## config.mk

```make
export PLATFORM = sky130hd
export DESIGN_NAME = axi4l_master
export DESIGN_NICKNAME = d
export VERILOG_FILES = /design/src/rtl/axi4l_master_pkg.sv /design/src/rtl/axi4l_master.sv
export SDC_FILE = /design/constraint.sdc
export NUM_CORES = 1
export LEC_CHECK = 0
export ABC_AREA = 1
export CAP_MARGIN = 40
export CORE_ASPECT_RATIO = 1.75
export CORE_MARGIN = 5
export CORE_UTILIZATION = 43
export DETAILED_ROUTE_END_ITERATION = 7
export PLACE_DENSITY_LB_ADDON = 0.15
export SLEW_MARGIN = 30
export SYNTH_ARGS = -nofsm -noshare
export SYNTH_HDL_FRONTEND = slang
export SYNTH_SLANG_ARGS = --single-unit
export TNS_END_PERCENT = 5
```

## constraint.sdc

```tcl
create_clock -name clk -period 3.15 [get_ports clk]
set_input_delay 0.4725 -clock clk [delete_from_list [all_inputs] [get_ports clk]]
set_output_delay 0.4725 -clock clk [all_outputs]
set_load 0.02 [all_outputs]
```

## src/rtl/axi4l_master_pkg.sv

```systemverilog
`default_nettype none
// ============================================================================
// Module   : axi4l_master_pkg
// Brief    : Shared AXI4-Lite response codes, FSM encoding and defaults.
// Revision : 1.0 - initial release
// ============================================================================
package axi4l_master_pkg;

    localparam logic [1:0] c_resp_okay   = 2'b00;
    localparam logic [1:0] c_resp_slverr = 2'b10;
    localparam logic [1:0] c_resp_decerr = 2'b11;

    localparam int c_timeout_cyc_default = 1024;

    typedef enum logic [2:0] {
        IDLE  = 3'd0,
        WR_AW = 3'd1,
        WR_B  = 3'd2,
        RD_AR = 3'd3,
        RD_R  = 3'd4,
        RESP  = 3'd5
    } state_t;

endpackage
`default_nettype wire

```

## src/rtl/axi4l_master.sv

```systemverilog
`default_nettype none
// ============================================================================
// Module   : axi4l_master
// Brief    : Single-outstanding request/response port to AXI4-Lite master.
// Revision : 1.0 - initial release
// ============================================================================
module axi4l_master
    import axi4l_master_pkg::*;
#(
    parameter int ADDR_W      = 32,
    parameter int DATA_W      = 32,
    parameter int TIMEOUT_CYC = c_timeout_cyc_default
) (
    input  logic                  clk,
    input  logic                  rst,
    input  logic                  req_valid,
    output logic                  req_ready,
    input  logic                  req_we,
    input  logic [ADDR_W-1:0]     req_addr,
    input  logic [DATA_W-1:0]     req_wdata,
    input  logic [DATA_W/8-1:0]   req_wstrb,
    output logic                  rsp_valid,
    output logic [DATA_W-1:0]     rsp_rdata,
    output logic                  rsp_err,
    output logic [ADDR_W-1:0]     m_axi_awaddr,
    output logic [2:0]            m_axi_awprot,
    output logic                  m_axi_awvalid,
    input  logic                  m_axi_awready,
    output logic [DATA_W-1:0]     m_axi_wdata,
    output logic [DATA_W/8-1:0]   m_axi_wstrb,
    output logic                  m_axi_wvalid,
    input  logic                  m_axi_wready,
    input  logic [1:0]            m_axi_bresp,
    input  logic                  m_axi_bvalid,
    output logic                  m_axi_bready,
    output logic [ADDR_W-1:0]     m_axi_araddr,
    output logic [2:0]            m_axi_arprot,
    output logic                  m_axi_arvalid,
    input  logic                  m_axi_arready,
    input  logic [DATA_W-1:0]     m_axi_rdata,
    input  logic [1:0]            m_axi_rresp,
    input  logic                  m_axi_rvalid,
    output logic                  m_axi_rready
);

    localparam int   CNT_W      = (TIMEOUT_CYC > 1) ? $clog2(TIMEOUT_CYC) : 1;
    localparam int   c_tmo_last = (TIMEOUT_CYC > 0) ? TIMEOUT_CYC - 1 : 0;
    localparam logic c_tmo_en   = (TIMEOUT_CYC > 0);

    state_t                r_state;
    state_t                w_state_next;
    logic [ADDR_W-1:0]     r_addr;
    logic [DATA_W-1:0]     r_wdata;
    logic [DATA_W/8-1:0]   r_wstrb;
    logic                  r_aw_done;
    logic                  r_w_done;
    logic [DATA_W-1:0]     r_rdata;
    logic                  r_err;
    logic [CNT_W-1:0]      r_cnt;
    logic                  w_busy;
    logic                  w_tmo_hit;
    logic                  w_abort;
    logic                  w_aw_hs;
    logic                  w_w_hs;
    logic                  w_b_hs;
    logic                  w_r_hs;

    assign m_axi_awaddr = r_addr;
    assign m_axi_araddr = r_addr;
    assign m_axi_wdata  = r_wdata;
    assign m_axi_wstrb  = r_wstrb;
    assign m_axi_awprot = 3'b000;
    assign m_axi_arprot = 3'b000;
    assign rsp_rdata    = r_rdata;
    assign rsp_err      = r_err;

    // Handshakes derived from state rather than the valid outputs to keep the
    // combinational next-state logic free of feedback.
    assign w_aw_hs = (r_state == WR_AW) && !r_aw_done && m_axi_awready;
    assign w_w_hs  = (r_state == WR_AW) && !r_w_done  && m_axi_wready;
    assign w_b_hs  = (r_state == WR_B)  && m_axi_bvalid;
    assign w_r_hs  = (r_state == RD_R)  && m_axi_rvalid;

    assign w_busy    = (r_state != IDLE) && (r_state != RESP);
    assign w_tmo_hit = c_tmo_en && w_busy && (r_cnt == CNT_W'(c_tmo_last));

    always_ff @(posedge clk) begin
        if (rst) begin
            r_state <= IDLE;
        end else begin
            r_state <= w_state_next;
        end
    end

    always_comb begin
        w_state_next  = r_state;
        w_abort       = 1'b0;
        req_ready     = 1'b0;
        rsp_valid     = 1'b0;
        m_axi_awvalid = 1'b0;
        m_axi_wvalid  = 1'b0;
        m_axi_bready  = 1'b0;
        m_axi_arvalid = 1'b0;
        m_axi_rready  = 1'b0;
        unique case (r_state)
            IDLE: begin
                req_ready = 1'b1;
                if (req_valid) begin
                    w_state_next = req_we ? WR_AW : RD_AR;
                end
            end
            WR_AW: begin
                m_axi_awvalid = !r_aw_done;
                m_axi_wvalid  = !r_w_done;
                if ((r_aw_done || w_aw_hs) && (r_w_done || w_w_hs)) begin
                    w_state_next = WR_B;
                end else if (w_tmo_hit) begin
                    w_state_next = RESP;
                    w_abort      = 1'b1;
                end
            end
            WR_B: begin
                m_axi_bready = 1'b1;
                if (m_axi_bvalid) begin
                    w_state_next = RESP;
                end else if (w_tmo_hit) begin
                    w_state_next = RESP;
                    w_abort      = 1'b1;
                end
            end
            RD_AR: begin
                m_axi_arvalid = 1'b1;
                if (m_axi_arready) begin
                    w_state_next = RD_R;
                end else if (w_tmo_hit) begin
                    w_state_next = RESP;
                    w_abort      = 1'b1;
                end
            end
            RD_R: begin
                m_axi_rready = 1'b1;
                if (m_axi_rvalid || w_tmo_hit) begin
                    w_state_next = RESP;
                    w_abort      = !m_axi_rvalid;
                end
            end
            RESP: begin
                rsp_valid    = 1'b1;
                w_state_next = IDLE;
            end
            default: begin
                w_state_next = IDLE;
            end
        endcase
    end

    always_ff @(posedge clk) begin
        if (rst) begin
            r_addr    <= '0;
            r_wdata   <= '0;
            r_wstrb   <= '0;
            r_aw_done <= 1'b0;
            r_w_done  <= 1'b0;
            r_rdata   <= '0;
            r_err     <= 1'b0;
            r_cnt     <= '0;
        end else begin
            if ((r_state == IDLE) && req_valid) begin
                r_addr    <= req_addr;
                r_wdata   <= req_wdata;
                r_wstrb   <= req_wstrb;
                r_aw_done <= 1'b0;
                r_w_done  <= 1'b0;
            end
            if (w_aw_hs) begin
                r_aw_done <= 1'b1;
            end
            if (w_w_hs) begin
                r_w_done <= 1'b1;
            end
            // Response capture: a completing handshake always beats the timeout.
            if (w_b_hs) begin
                r_rdata <= '0;
                r_err   <= (m_axi_bresp != c_resp_okay);
            end else if (w_r_hs) begin
                r_rdata <= m_axi_rdata;
                r_err   <= (m_axi_rresp != c_resp_okay);
            end else if (w_abort) begin
                r_rdata <= '0;
                r_err   <= 1'b1;
            end
            if (w_state_next != r_state) begin
                r_cnt <= '0;
            end else if (c_tmo_en && w_busy) begin
                r_cnt <= r_cnt + CNT_W'(1);
            end
        end
    end

endmodule
`default_nettype wire

```

# After elaboration in Yosys (flattened, before gate mapping)
# Index checks and enable logic that the tools add are counted.
# totals
output_inout_bits	146
ram_bits	0
rom_bits	0
latchBits	0
n_memories	0
inputBits	113
wordCells	73
ff_bits	116
# classes
div_mod_pow	0
n_eq_ne	8
bitwise	0
addsub	1
multipliers	0
shifts	0
magnitude_cmp	0
reduce_logical	26
mux	29
# ops
operator	count
32-bit 2-to-1 mux	2
1-bit 2-to-1 mux	18
3-bit 2-to-1 mux	6
3-bit case mux with 5 select lines	1
10-bit by 1-bit adder with 10-bit output, second input constant	1
10-bit == test, second input constant	1
1-bit logical AND	10
2-bit nonzero test	5
3-bit by 2-bit == test with 1-bit output, second input constant	2
3-bit == test, second input constant	2
3-bit nonzero test	2
1-bit case mux with 4 select lines	1
2-bit OR reduction	2
3-bit by 1-bit == test with 1-bit output, second input constant	1
1-bit logical NOT	3
3-bit logical NOT	1
1-bit logical OR	3
3-bit != test	1
3-bit != test, second input constant	1
2-bit 2-to-1 mux	1

# Logic depth before layout (Yosys ltp)
# depth
word_depth	10
depth_mapped	13
mapped_depth_nobuf	13

# Least setup slack after synthesis
# Ideal clock, no wire load.
# synth_timing
path_type	register -> register
startpoint	reg r_state[2]
endpoint	reg r_cnt[0]
n_path_buf	0
path_stages_with_launch	13
setup_slack_ns	1.542
synth_period_minus_slack_ns	1.608
arrival_time_ns	1.491
cell_sequence	dfxtp_1 > inv_2 > nand2_2 > nor2_2 > inv_2 > nor2_1 > inv_2 > nand3_1 > nand2_1 > nand2_1 > nand2_1 > nand3_2 > nor2_1
# synth_via
elab_chain_len	9
# synth_lines
item	line_no	text
start: declaration	axi4l_master.sv:50	state_t r_state;
start signal: assignment	axi4l_master.sv:91	r_state <= w_state_next;
3-bit by 1-bit == test with 1-bit output	axi4l_master.sv:79, axi4l_master.sv:80, axi4l_master.sv:105	
1-bit logical AND (on tied branches) (2 in a row)	axi4l_master.sv:79, axi4l_master.sv:80	
1-bit logical OR	axi4l_master.sv:115	if ((r_aw_done || w_aw_hs) && (r_w_done || w_w_hs)) begin
1-bit logical AND	axi4l_master.sv:115	
3-bit 2-to-1 mux	axi4l_master.sv:115	
3-bit case mux with 5 select lines	axi4l_master.sv:105	unique case (r_state)
3-bit != test	axi4l_master.sv:192	if (w_state_next != r_state) begin
2-bit OR reduction (no line)	--	
end signal: assignment	axi4l_master.sv:195	r_cnt <= r_cnt + CNT_W'(1);
end: declaration	axi4l_master.sv:59	logic [CNT_W-1:0] r_cnt;
# Several ways; a longest one is shown, not always the timed one.
# A chain may end at the register's enable or synchronous reset.

# Worst setup path after layout
# layout_timing
startpoint	reg r_state[2]
endpoint	out m_axi_awvalid
# layout_via
elab_chain_len	2
# layout_lines
item	line_no	text
3-bit by 1-bit == test with 1-bit output	axi4l_master.sv:105	
1-bit 2-to-1 mux	axi4l_master.sv:105	
end: declaration	axi4l_master.sv:27	output logic m_axi_awvalid,
# No other way between the ends.

==> results.toml <==
[worst_setup_path]
reg2reg_to = "rsp_err"
reg2regPathDepth = 13
reg2reg_slack_ns = 1.17
cp.arrival_ns = 1.86
cp_max_fo = 6
start_kind = "flip-flop"
worstPathRequired_ns = 2.68
r2r-start = "r_cnt[0]"
end_kind = "output pin"
crit_type = "reg -> out"

[min_path]
whs_path_depth = 2
worstHoldPathType = "reg -> reg"
min_from = "rsp_rdata[31]"
hold_end = "rsp_rdata[31]"

[die]
die-width_um = 91.8
die_h_um = 153
io-pin-count = 259
start_util = 0.437
fp-row-count = 52
design.core.area_mm2 = 0.0115
dieArea_mm2 = 0.0141

[cts]
clockBufferDepth = 2
cts_max_level = 4
cts_tree = "done"
root_buffer = "clkbuf_16"
cts_num_sinks = 116
clk_latency_ns = 0.40
cts_resized = 0
clk_transition_reported_paths_ns = 0.05
numCtsBuffers = 17
holdBufCountCts = 0
postCtsSetupBuffers = 0

[synthesis]
synth_mux_area_frac = 0.00199
synthAdderAreaFrac = 0.00249
synth_cell_type_count = 30
yosys_warnings = 0
syn_area_mm2 = 0.00503
synth_xor_area_frac = 0.0122
synthCells = 612
yosysSeqAreaShare = 0.461
synth_area_per_cell_um2 = 8.23
synth_compound_area_frac = 0.139
synthSimpleGateAreaFrac = 0.272
ys_seq_elements = 116
synth_top_family_by_area = "simple AND/OR/NAND/NOR gates"

[grt]
grt_overflow = 0
grt_max_degree = 68
grt_pass1_vias = 4898
grt_first_pass_wirelength_um = 23900
grt_antenna_before_repair = 0
grt.total_usage = 0.210

[timing]
post-route-min-period_ns = 2.33
maxSlewViolCount = 0
skew_ns = 0.00954
hold_viol = 0
setup_viol = 0
worst_pin_slew_ns = 0.596
holdWs_ns = 0.465
fin_crit_sh = 0.740
fmax_mhz = 429
slew_headroom = 0.603
fin_setup_tns_ns = 0
rsz0062_at_grt = "no"

[power]
pwr_density_cell_mw_per_mm2 = 584
leakage_nw = 3.06
ir_drop_v = 0.000504

[final_layout]
syn2layout_area_growth_pct = 57.6
nNetsFinal = 941
n_antenna_cell = 0
drive_gt1_frac = 0.144

[drt]
wl_met3_um = 1300
wire_per_inst_um = 15.5
wl_met2_um = 7920
num_vias = 4691
dr.pass1.iters = 4
highest_layer = "met4"
ant_nets = 0
drt_iter0_drc = 236
drc_errors = 0
avgViaCountPerCell = 4.82
wl_met1_um = 5550
routed_wl_um = 15100

[job]
maxCapViolCount = 0

[place]
place_congestion = 0.896
hpwl_um = 11000
portBuffers = 252

[outcome]
status = "finished clean"
## stage by stage
| step | utilization | worst slack (ns) | cells | power, mW | instance area [um2] |
|---|---|---|---|---|---|
| 2_1_floorplan | - | 1.54 | 617 | 2.28 | 5050 |
| 3_3_place_gp | 0.638 | 0.910 | 943 | 2.76 | 7350 |
| 3_5_place_dp | 0.638 | 0.878 | 943 | 2.78 | 7350 |
| 4_1_cts | 0.689 | 0.787 | 974 | 4.69 | 7930 |
| 5_1_grt | 0.689 | 0.716 | 974 | 4.83 | 7930 |
| 6_report | 0.689 | 0.820 | 974 | 4.63 | 7930 |
## cell usage after synthesis
cell / instances / area [um2]
nor2_1: 161 / 604
dfxtp_1: 116 / 2320
o21ai_0: 63 / 315
nand2_1: 57 / 214
buf_4: 38 / 285
nand2_4: 34 / 383
a21oi_2: 30 / 263
clkbuf_1: 21 / 78.8
inv_1: 21 / 78.8
a21oi_1: 12 / 60.1
nand3_1: 7 / 35.0
o21ai_1: 7 / 35.0
inv_2: 6 / 22.5
buf_2: 5 / 25.0
xor2_1: 5 / 43.8
nor2_2: 4 / 25.0
buf_12: 3 / 60.1
nand2_2: 3 / 18.8
nand3_2: 3 / 30.0
nor3_1: 3 / 15.0
nor2_4: 2 / 22.5
o21bai_1: 2 / 15.0
xnor2_1: 2 / 17.5
a211oi_1: 1 / 7.51
clkbuf_2: 1 / 5.00
conb_1: 1 / 3.75
ha_1: 1 / 12.5
mux2i_1: 1 / 10.0
nand2_8: 1 / 20.0
o22ai_1: 1 / 6.26
## report_power, final
group | internal [mW] | switching, mW | leakage, nW
Combinational | 0.502 | 0.565 | 1.82
Sequential | 1.59 | 0.0841 | 0.951
Clock | 1.24 | 0.650 | 0.284
Total | 3.33 | 1.30 | 3.06
## kinds of logic after synthesis
family	Yosys count
AO/OA/AOI/OAI	116
XOR/XNOR	7
adder cells (fa/ha/maj)	1
buffers and inverters	95
flip-flops	116
multiplexers	1
other	1
AND/OR/NAND/NOR	275
## registers in the layout, summed over array words and instances (netlist names)
register and flops:
rsp_rdata 32, r_state 3, m_axi_wdata 32, m_axi_araddr 32, m_axi_wstrb 4, r_w_done 1, r_aw_done 1, r_cnt 10
rsp_err 1
## area by class of cell
cell class                 count  area (um2)
multi-input combinational    406        2180
sequential                   116        2320
clock inverter                 9         103
clock buffer                  22         484
inverter                      27         101
tap                          135         169
fill                         943        3580
timing repair buffer         259        2570
## worst max-delay path, cell delays in order (launching register included)
cell and delay, ns:
dfxtp_1 0.35, inv_2 0.15, nand3_2 0.16, nor2_1 0.18, clkdlybuf4s50_1 0.63
## worst max-delay path by stage
| stage | startpoint | to | slack (ns) | cells after the start |
|---|---|---|---|---|
| global placement | m_axi_awready | rsp_err | 0.91 | 10 |
| finish | r_state[2] | m_axi_awvalid | 0.82 | 4 |
| global route | r_state[0] | req_ready | 0.72 | 4 |
| floorplan | r_state[2] | r_cnt[0] | 1.54 | 12 |
| detailed placement | m_axi_awready | rsp_err | 0.88 | 9 |
| CTS | r_state[0] | req_ready | 0.79 | 4 |
## cell usage in the layout, fill, tap and decap left out, types with 12 or more instances in the layout
cell type	netlist	routed
a21oi_1	12	12
a21oi_2	30	30
clkbuf_16	0	17
clkdlybuf4s50_1	0	252
dfxtp_1	116	116
inv_1	21	21
nand2_1	57	56
nand2_4	34	34
nor2_1	161	161
o21ai_0	63	63
## per-layer routing
layer	track usage	vias to the layer above
li1	-	2317
met1	0.211	2160
met2	0.384	192
met3	0.0866	22
met4	0.0751	0
met5	0	-
Power figures use the tool's default switching activity.
